==> src/rtl/hazard_ctrl_pkg.sv <==
// Shared definitions for the pipeline hazard controller: FSM states,
// HAZ_MASK stage bit positions and the legal branch-penalty range.
package hazard_ctrl_pkg;

  typedef enum logic {
    ST_RUN    = 1'b0,
    ST_BRANCH = 1'b1
  } hz_state_e;

  localparam int HAZ_EX_BIT  = 2;
  localparam int HAZ_MEM_BIT = 1;
  localparam int HAZ_WR_BIT  = 0;

  localparam int BR_PEN_MIN = 1;
  localparam int BR_PEN_MAX = 4;

  // Wide enough to hold BR_PEN_MAX-1.
  localparam int BR_LEFT_W = 3;

endpackage

==> src/rtl/reg_match.sv <==
// Register-address comparator: fires when enabled, the source is not r0,
// and the source matches the destination.
module reg_match #(
  parameter int REG_AW = 5
) (
  input  logic              en,
  input  logic [REG_AW-1:0] src,
  input  logic [REG_AW-1:0] dst,
  output logic              hit
);

  assign hit = en & (src != '0) & (src == dst);

endmodule

==> src/rtl/hazard_ctrl.sv <==
// Data-hazard interlock and branch-penalty sequencer for a 5-stage pipeline,
// with saturating stall-cycle performance counters.
module hazard_ctrl
  import hazard_ctrl_pkg::*;
#(
  parameter int         REG_AW     = 5,
  parameter logic [2:0] HAZ_MASK   = 3'b111,
  parameter int         BR_PENALTY = 2,
  parameter int         CNT_W      = 16
) (
  input  logic              clk,
  input  logic              reset,
  input  logic              id_valid,
  input  logic [REG_AW-1:0] id_rs,
  input  logic [REG_AW-1:0] id_rt,
  input  logic              id_use_rs,
  input  logic              id_use_rt,
  input  logic              id_branch,
  input  logic              ex_regwr,
  input  logic              mem_regwr,
  input  logic              wr_regwr,
  input  logic [REG_AW-1:0] ex_rw,
  input  logic [REG_AW-1:0] mem_rw,
  input  logic [REG_AW-1:0] wr_rw,
  output logic              if_stall,
  output logic              id_stall,
  output logic              id_bubble,
  output logic [CNT_W-1:0]  dstall_cnt,
  output logic [CNT_W-1:0]  bstall_cnt
);

  if (BR_PENALTY < BR_PEN_MIN || BR_PENALTY > BR_PEN_MAX) begin : g_bad_penalty
    $error("hazard_ctrl: BR_PENALTY out of range 1..4");
  end

  localparam logic [BR_LEFT_W-1:0] BR_RELOAD = BR_LEFT_W'(BR_PENALTY - 1);

  function automatic logic [CNT_W-1:0] sat_inc(input logic [CNT_W-1:0] v);
    return (v == '1) ? v : v + 1'b1;
  endfunction

  logic [REG_AW-1:0] src_reg [2];
  logic [1:0]        src_use;
  logic [REG_AW-1:0] st_rw   [3];
  logic [2:0]        st_regwr;
  logic [5:0]        hit;
  logic              dhaz;

  assign src_reg[0] = id_rs;
  assign src_reg[1] = id_rt;
  assign src_use    = {id_use_rt, id_use_rs};

  assign st_rw[HAZ_EX_BIT]     = ex_rw;
  assign st_rw[HAZ_MEM_BIT]    = mem_rw;
  assign st_rw[HAZ_WR_BIT]     = wr_rw;
  assign st_regwr[HAZ_EX_BIT]  = ex_regwr;
  assign st_regwr[HAZ_MEM_BIT] = mem_regwr;
  assign st_regwr[HAZ_WR_BIT]  = wr_regwr;

  // One comparator per (source, producing stage); masked stages are forwarded.
  for (genvar s = 0; s < 2; s++) begin : g_src
    for (genvar x = 0; x < 3; x++) begin : g_stage
      reg_match #(.REG_AW(REG_AW)) u_match (
        .en  (id_valid & src_use[s] & HAZ_MASK[x] & st_regwr[x]),
        .src (src_reg[s]),
        .dst (st_rw[x]),
        .hit (hit[s*3 + x])
      );
    end
  end

  assign dhaz = |hit;

  hz_state_e             state;
  logic [BR_LEFT_W-1:0]  br_left;
  logic                  br_start;
  logic                  br_term;

  // A branch only starts from RUN and only when no data hazard holds it back.
  assign br_start  = (state == ST_RUN) & id_branch & id_valid & ~dhaz;
  assign br_term   = br_start | (state == ST_BRANCH);
  assign if_stall  = dhaz | br_term;
  assign id_stall  = dhaz;
  assign id_bubble = dhaz;

  always_ff @(posedge clk) begin
    if (reset) begin
      state      <= ST_RUN;
      br_left    <= '0;
      dstall_cnt <= '0;
      bstall_cnt <= '0;
    end else begin
      case (state)
        ST_RUN: begin
          if (br_start && (BR_PENALTY > 1)) begin
            state   <= ST_BRANCH;
            br_left <= BR_RELOAD;
          end
        end
        ST_BRANCH: begin
          if (br_left <= BR_LEFT_W'(1)) begin
            state   <= ST_RUN;
            br_left <= '0;
          end else begin
            br_left <= br_left - 1'b1;
          end
        end
        default: begin
          state   <= ST_RUN;
          br_left <= '0;
        end
      endcase
      if (dhaz)    dstall_cnt <= sat_inc(dstall_cnt);
      if (br_term) bstall_cnt <= sat_inc(bstall_cnt);
    end
  end

endmodule

==> config.mk <==
export PLATFORM = sky130hd
export DESIGN_NAME = hazard_ctrl
export DESIGN_NICKNAME = d
export VERILOG_FILES = /design/src/rtl/hazard_ctrl_pkg.sv /design/src/rtl/reg_match.sv /design/src/rtl/hazard_ctrl.sv
export SDC_FILE = /design/constraint.sdc
export NUM_CORES = 1
export LEC_CHECK = 0
export ABC_AREA = 1
export BUFFER_PORTS_ARGS = -buffer_cell sky130_fd_sc_hd__buf_2
export CELL_PAD_IN_SITES_DETAIL_PLACEMENT = 0
export CELL_PAD_IN_SITES_GLOBAL_PLACEMENT = 1
export CORE_ASPECT_RATIO = 1.5
export CORE_MARGIN = 2
export CORE_UTILIZATION = 40
export CTS_BUF_LIST = sky130_fd_sc_hd__clkbuf_4
export DETAILED_ROUTE_END_ITERATION = 10
export GPL_ROUTABILITY_DRIVEN = 0
export HOLD_SLACK_MARGIN = 0.06
export PLACE_DENSITY_LB_ADDON = 0.2
export SLEW_MARGIN = 20
export SYNTH_ARGS = -nofsm -noshare
export SYNTH_HDL_FRONTEND = slang
export SYNTH_HIERARCHICAL = 1
export SYNTH_SLANG_ARGS = --single-unit
==> constraint.sdc <==
create_clock -name clk -period 7.4 [get_ports clk]
set_clock_uncertainty 0.15 [all_clocks]
set_input_delay 2.22 -clock clk [delete_from_list [all_inputs] [get_ports clk]]
set_output_delay 2.22 -clock clk [all_outputs]
set_load 0.01 [all_outputs]
==> results of run 1 <==
==> through the flow <==
step	total power [W]	util [%]	std cells
floorplan	0.000274	-	504
global placement	0.000307	47.0	643
detailed placement	0.000308	47.0	643
CTS	0.000451	48.1	651
global route	0.000474	48.1	651
finish	0.000444	48.1	651
==> layout by cell type, fill, tap and decap left out, drive strengths merged, types with 4 or more instances in the layout <==
cell and n:
a21oi 27, buf 68, clkbuf 5, dfxtp 36, ha 4, inv 86
nand2 153, nand3 37, nand4 5, nor2 105, nor3 7, o21ai 21
xor2 7
==> power groups by stage <==
stage / combinational [W] / clock [W] / sequential, W
after floorplan: 0.0000575 / 0 / 0.000216
after global placement: 0.0000917 / 0 / 0.000215
after detailed placement: 0.0000927 / 0 / 0.000215
after CTS: 0.0000933 / 0.000147 / 0.000211
after global routing: 0.000107 / 0.000155 / 0.000213
final: 0.0000922 / 0.000141 / 0.000211
==> worst paths after layout <==
path,to,slack [ns],depth (start not counted)
min,br_left[1],0.34,2
max,if_stall,1.33,13
max reg2reg,dstall_cnt[14],5.56,8
min reg2reg,br_left[1],0.34,2
==> worst min-delay path, delay by kind of cell (launching register included) <==
family           cells  cell delay [ns]
AO/OA/AOI/OAI        1             0.05
AND/OR/NAND/NOR      1             0.07
flip-flops           1             0.34
==> metal layers <==
metal,vias to the layer above,wire length [um],part of all wire (%)
met4,0,43,0.58
met5,-,0,0
met3,4,285,3.9
met2,55,3710,50
met1,1330,3320,45
li1,1682,-,-
==> cells by family (layout without fill, tap and decap cells) <==
kind of cell | Yosys count | after routing | synth area share (%)
and+or+nand+nor | 310 | 310 | 47.3
buffers and inverters | 95 | 164 | 13.5
AOI/OAI and AO/OA | 49 | 49 | 8.89
DFF | 36 | 36 | 25.5
xor gates and xnor gates | 10 | 10 | 3.09
adders and majority gates | 4 | 4 | 1.77
==> flip-flops by register name, summed over array words and instances (netlist names) <==
signal      cells
bstall_cnt     16
dstall_cnt     16
br_left         3
state           1
==> cell type report <==
| class | count | area share, % |
|---|---|---|
| Inverter | 88 | 10.0 |
| Multi-Input combinational cell | 373 | 52.4 |
| Tap cell | 78 | 2.96 |
| Sequential cell | 36 | 21.9 |
| Clock inverter | 3 | 1.29 |
| Timing Repair Buffer | 68 | 10.3 |
| Clock buffer | 5 | 1.14 |
==> summary.txt, run 1 <==
Power
  – Leakage power figure: 1.79 nW
  – Sequential power share: 47.5%
  – Worst supply voltage drop on vdd: 0.0000808 V
  – Relative contribution of the clock network to total power: 31.7%
  – Combinational power share: 20.8%
  – Switching share of power: 30.9%
  – Switching component of the power: 0.000137 W
  – Internal Pwr Total: 0.000307 W
  – Areal power density over the cells: 135 nW/um^2

Clocking
  – Total setup buffers inserted after CTS: 0
  – Largest buffer count on any clock path: 2
  – Clock buffers created by TritonCTS: 5
  – Number of gates given a new drive strength after cts: 0
  – H-tree levels: 2
  – CTS tree: built
  – Clock root buffer: sky130_fd_sc_hd__clkbuf_4
  – Count of clock tree sinks: 36
  – Hold_buf cts: 0
  – Clock latency at the later pin of the worst-skew pair: 0.34 ns
  – Clock-pin slew on the worst setup and hold paths: 0.10 ns

Cells and area
  – Syn-to-layout area delta: 16.5%
  – Summed area of non-filler cells in the final layout: 3300 um^2
  – FF+latch area: 721 um^2
  – Layout filler cell count: 787
  – Post-layout nets: 610
  – Area taken by multi-input logic gates: 1730 um^2
  – Ant. Diodes: 0
  – Proportion of layout cells with a drive suffix above 1: 17.6%

STA
  – Final period demand of the worst path: 6.07 ns
  – Unrepaired setup endpoints after global routing: no
  – Ratio of final minimum period to clock period: 82.1%
  – Fmax: 0.165 GHz
  – Relative max-transition margin: 47.9%
  – Transition time at the pin with the least slew margin: 0.777 ns
  – Number of hold violations in the final report: 0
  – Number of setup violations in the final report: 0
  – Total negative slack for setup checks: 0 ns
  – Final setup slack of the worst path: 1.33 ns
  – Worst Hold Margin: 0.345 ns
  – Max-slew violation count: 0

Min path
  – Class of the worst hold path: flip-flop to flip-flop
  – Hold wc startpoint: br_left[1]

Critical path
  – Worst endpoint required time: 5.03 ns
  – Maximum net fanout on the critical path: 9
  – Critical path endpoint category: primary output
  – Crit path arrival time: 3.70 ns
  – CP Buf/Inv Count: 2
  – Classification of the worst setup path: input pin to primary output
  – CP most frequent cell: sky130_fd_sc_hd__nor2_1
  – Critical-path top delay cell: sky130_fd_sc_hd__nor2_1
  – R2R Path Start: dstall_cnt[0]
  – Delay of the slowest critical-path stage: 0.24 ns
  – Start point of the critical path: id_valid
  – Cell breakdown of the critical path: buf_2 -> nand2_1 -> nor2_1 -> nand2_1 -> nor2_1 -> nand3_1 -> nor2_1 -> nor2_2 -> nand3_4 -> nor2_2 -> nor2_1 -> nand2_1 -> buf_2
  – CP Launch Type: input pin
  – Cell type group with the largest total delay on the critical path: simple AND/OR/NAND/NOR gates

Logic synthesis
  – Register bit total from synthesis: 36
  – Most used flip-flop cell after synthesis: sky130_fd_sc_hd__dfxtp_1
  – Fraction of registers with async set or reset after synthesis: 0%
  – Cell taking the most area after synthesis: sky130_fd_sc_hd__dfxtp_1
  – Post-synth top cells: 149 x sky130_fd_sc_hd__nand2_1, 88 x sky130_fd_sc_hd__nor2_1, 86 x sky130_fd_sc_hd__inv_1, 36 x sky130_fd_sc_hd__dfxtp_1, 35 x sky130_fd_sc_hd__nand3_1
  – Synthesized net count: 542
  – Number of enable flip-flop cells after synthesis: 0
  – Area share of the largest cell type after synthesis: 25.5%
  – Post-synth design cell area: 2830 um^2
  – Sequential-to-total area share from yosys stat: 25.5%
  – Most used standard cell by instance count after synthesis: sky130_fd_sc_hd__nand2_1
  – Yosys cell types: 30
  – Warnings from Yosys: 6
  – Gate count of the mapped netlist: 504
  – Per-instance average area after synthesis: 5.62 um^2
  – Cell types occupying the most area after synthesis: sky130_fd_sc_hd__dfxtp_1 25%, sky130_fd_sc_hd__nand2_1 20%, sky130_fd_sc_hd__nor2_1 12%

Floorplanning
  – Die Y-Extent: 107 um
  – Initial cell density of the core: 41.3%
  – Number of top-level design ports: 69
  – Horizontal die dimension: 72.7 um
  – Die area: 7780 um^2
  – Row Count: 37
  – Core footprint: 6850 um^2

Global routing
  – Global-route total usage across every layer: 19.5%
  – GR Util met1: 23.6%
  – Antenna violations before repair: 0
  – Busiest grt layer: met2
  – Met3 global-route usage: 2.91%
  – First-pass GRT wire length: 12.3 mm
  – Grt total ovfl: 0
  – Largest net degree at the start of global routing: 28
  – Met2 GRT Util: 35.3%
  – Number of global-route vias before repair: 2807

Route
  – Overall via count from detail_route: 3071
  – Post-DR wirelength/cell: 11.3 um
  – Number of DRC violations after detailed routing: 0
  – Total routed wirelength: 7.35 mm
  – Vias per Instance: 4.72
  – Number of iterations in the first detailed-routing pass: 4
  – Antenna Violating Nets Remaining: 0
  – Number of DRC markers in iteration 0: 107

Status
  – Outcome: finished, final reports clean

Job
  – Maximum Capacitance Violations: 0

Placed design
  – Quantity of I/O buffers inserted on ports: 68
  – Post-detailed-placement half-perimeter wirelength: 5.81 mm
  – Dpl cell area: 3220 um^2
  – Post-place setup slack: 1.31 ns
Note: power is estimated with default switching activity, not from simulation.
==> run 2: changes to the inputs <==
--- a/config.mk
+++ b/config.mk
@@ -5,13 +5,13 @@
 export SDC_FILE = /design/constraint.sdc
 export NUM_CORES = 1
 export LEC_CHECK = 0
-export ABC_AREA = 1
+export ABC_AREA = 0
 export BUFFER_PORTS_ARGS = -buffer_cell sky130_fd_sc_hd__buf_2
 export CELL_PAD_IN_SITES_DETAIL_PLACEMENT = 0
 export CELL_PAD_IN_SITES_GLOBAL_PLACEMENT = 1
 export CORE_ASPECT_RATIO = 1.5
 export CORE_MARGIN = 2
-export CORE_UTILIZATION = 40
+export CORE_UTILIZATION = 36
 export CTS_BUF_LIST = sky130_fd_sc_hd__clkbuf_4
 export DETAILED_ROUTE_END_ITERATION = 10
 export GPL_ROUTABILITY_DRIVEN = 0
==> constraint.sdc (replaced) <==
create_clock -name clk -period 5.3 [get_ports clk]
set_clock_uncertainty 0.15 [all_clocks]
set_input_delay 1.59 -clock clk [delete_from_list [all_inputs] [get_ports clk]]
set_output_delay 1.59 -clock clk [all_outputs]
set_load 0.01 [all_outputs]
==> run 2 against run 1 <==
Net effect:
- combinational power shrank 8.2%
- synthesized cell count shrank 40%
- design area shrank 7.2%
==> summary.txt, run 2 <==
Status
  – Outcome: finished, final reports clean

Route
  – Overall via count from detail_route: 2499
  – Total routed wirelength: 6.67 mm
  – Antenna Violating Nets Remaining: 0
  – Number of DRC violations after detailed routing: 0
  – Vias per Instance: 5.57
  – Post-DR wirelength/cell: 14.8 um
  – Number of DRC markers in iteration 0: 94
  – Number of iterations in the first detailed-routing pass: 4

Global routing
  – Largest net degree at the start of global routing: 50
  – Global-route total usage across every layer: 17.5%
  – First-pass GRT wire length: 11.1 mm
  – Antenna violations before repair: 0
  – Number of global-route vias before repair: 2377
  – Grt total ovfl: 0

Logic synthesis
  – Number of enable flip-flop cells after synthesis: 0
  – Cell types occupying the most area after synthesis: sky130_fd_sc_hd__dfxtp_1 27%, sky130_fd_sc_hd__xor2_1 6.0%, sky130_fd_sc_hd__mux2_1 5.2%
  – Gate count of the mapped netlist: 304
  – Post-synth top cells: 36 x sky130_fd_sc_hd__dfxtp_1, 20 x sky130_fd_sc_hd__nor2_1, 18 x sky130_fd_sc_hd__xor2_1, 17 x sky130_fd_sc_hd__a21oi_1, 17 x sky130_fd_sc_hd__nand2_1
  – Most used flip-flop cell after synthesis: sky130_fd_sc_hd__dfxtp_1
  – Per-instance average area after synthesis: 8.62 um^2
  – Area share of the largest cell type after synthesis: 27.5%
  – Most used standard cell by instance count after synthesis: sky130_fd_sc_hd__dfxtp_1
  – Post-synth design cell area: 2620 um^2
  – Yosys cell types: 53
  – Cell taking the most area after synthesis: sky130_fd_sc_hd__dfxtp_1
  – Sequential-to-total area share from yosys stat: 27.5%
  – Synthesized net count: 342
  – Fraction of registers with async set or reset after synthesis: 0%
  – Warnings from Yosys: 6
  – Register bit total from synthesis: 36

Job
  – Maximum Capacitance Violations: 0

Placed design
  – Instance count after placement with tap cells included: 441
  – Quantity of I/O buffers inserted on ports: 68
  – Post-detailed-placement half-perimeter wirelength: 5.04 mm

Power
  – Relative contribution of the clock network to total power: 30.1%
  – Switching component of the power: 0.000157 W
  – Switching share of power: 30.2%
  – Areal power density over the cells: 169 nW/um^2
  – Worst supply voltage drop on vdd: 0.000119 V
  – Combinational power share: 16.3%
  – Sequential power share: 53.6%
  – Leakage power figure: 1.25 nW
  – Internal Pwr Total: 0.000362 W

Clocking
  – Hold_buf cts: 0
  – Clock root buffer: sky130_fd_sc_hd__clkbuf_4
  – Total setup buffers inserted after CTS: 0
  – H-tree levels: 2
  – CTS tree: built
  – Clock latency at the later pin of the worst-skew pair: 0.35 ns
  – Largest buffer count on any clock path: 2
  – Number of gates given a new drive strength after cts: 0
  – Count of clock tree sinks: 36
  – Clock buffers created by TritonCTS: 5
  – Clock-pin slew on the worst setup and hold paths: 0.14 ns

Cells and area
  – Layout filler cell count: 753
  – Proportion of layout cells with a drive suffix above 1: 27.9%
  – Syn-to-layout area delta: 16.8%
  – Area taken by multi-input logic gates: 1780 um^2
  – Ant. Diodes: 0
  – FF+latch area: 721 um^2
  – Count of non-filler cells in the finished layout: 449
  – Top library cells by usage in the layout, fill and taps aside: 68 x sky130_fd_sc_hd__buf_2, 36 x sky130_fd_sc_hd__dfxtp_1, 20 x sky130_fd_sc_hd__nor2_1
  – Post-layout nets: 406
  – Largest registers: bstall_cnt: 16 flops, dstall_cnt: 16 flops, br_left: 3 flops
  – Leading cell type in the layout, fill and taps excluded: sky130_fd_sc_hd__buf_2

Floorplanning
  – Initial cell density of the core: 36.8%
  – Number of top-level design ports: 69
  – Die Y-Extent: 109 um
  – Row Count: 38
  – Core footprint: 7130 um^2
  – Horizontal die dimension: 73.7 um
  – Die area: 7990 um^2

STA
  – Final period demand of the worst path: 5.14 ns
  – Unrepaired setup endpoints after global routing: no
  – Transition time at the pin with the least slew margin: 0.898 ns
  – Number of hold violations in the final report: 0
  – Number of setup violations in the final report: 0
  – Max-slew violation count: 0
  – Total negative slack for setup checks: 0 ns
  – Ratio of final minimum period to clock period: 96.9%
  – Fmax: 0.195 GHz
  – Relative max-transition margin: 40.1%

Critical path
  – Critical path endpoint category: primary output
  – Worst endpoint required time: 3.56 ns
  – Critical-path top delay cell: sky130_fd_sc_hd__or4_4
  – CP Launch Type: input pin
  – Delay of the slowest critical-path stage: 0.59 ns
  – Cell breakdown of the critical path: buf_2 -> nor4_2 -> o21ai_1 -> and4_1 -> or4_4 -> nor2_2 -> inv_1 -> buf_2
  – Crit path arrival time: 3.40 ns
  – Maximum net fanout on the critical path: 6
  – Classification of the worst setup path: input pin to primary output
  – CP most frequent cell: sky130_fd_sc_hd__buf_2

Min path
  – Class of the worst hold path: flip-flop to flip-flop
==> run 2: logic make-up after synthesis <==
family / synth area share [%]
simple gates: 32.4
compound gates: 19.8
flops: 27.5
xor+xnor: 8.02
buf+inv: 4.82
mux: 5.54
fa+ha+maj: 1.91
==> run 2: area by class of cell <==
class / count / share of cell area, %
well taps: 80 / 3.27
repair buffers: 73 / 12.3
clock buffers: 5 / 1.23
inverters: 7 / 0.859
multi-input cells: 245 / 58.2
flip-flops and latches: 36 / 23.5
clock inverters: 3 / 0.572
==> run 2: critical path, delay by kind of cell <==
family,cells,cell delay [ns]
simple gates,4,1.30
buf+inv,3,0.40
compound gates,1,0.10
==> run 2: through the flow <==
| step | instance area (um^2) | utilization [%] | hold slack (ns) | setup WS, ns | total power, W |
|---|---|---|---|---|---|
| 3_5_place_dp | 3010 | 42.1 | 0.341 | 0.142 | 0.000370 |
| 4_1_cts | 3060 | 42.9 | 0.360 | 0.141 | 0.000530 |
| 2_1_floorplan | 2620 | - | 0.309 | 0.300 | 0.000332 |
| 3_3_place_gp | 3010 | 42.1 | 0.322 | 0.207 | 0.000368 |
| 6_report | 3060 | 42.9 | 0.359 | 0.162 | 0.000518 |
| 5_1_grt | 3060 | 42.9 | 0.392 | 0.0558 | 0.000551 |
==> run 2: power by group through the flow <==
stage | Sequential, W | Combinational (W) | Clock, W
floorplan | 0.000284 | 0.0000481 | 0
global placement | 0.000284 | 0.0000843 | 0
detailed placement | 0.000284 | 0.0000858 | 0
CTS | 0.000278 | 0.0000862 | 0.000166
global route | 0.000279 | 0.0000951 | 0.000178
finish | 0.000278 | 0.0000846 | 0.000156
==> run 2: per-layer routing <==
layer / part of all wire (%) / global-route usage, %
met5: 0 / 0
met3: 4.0 / 3.36
met1: 40 / 19.4
met2: 54 / 32.5
met4: 1.8 / 5.71
==> run 2: final timing paths <==
kind                               startpoint       endpoint  slack (ns)  cells past startpoint
worst max-delay path                 id_rs[0]       id_stall        0.16                      8
worst min-delay path               br_left[2]     br_left[2]        0.36                      2
worst max register to register  bstall_cnt[0]  bstall_cnt[9]        2.86                      5
worst min register to register     br_left[2]     br_left[2]        0.36                      2
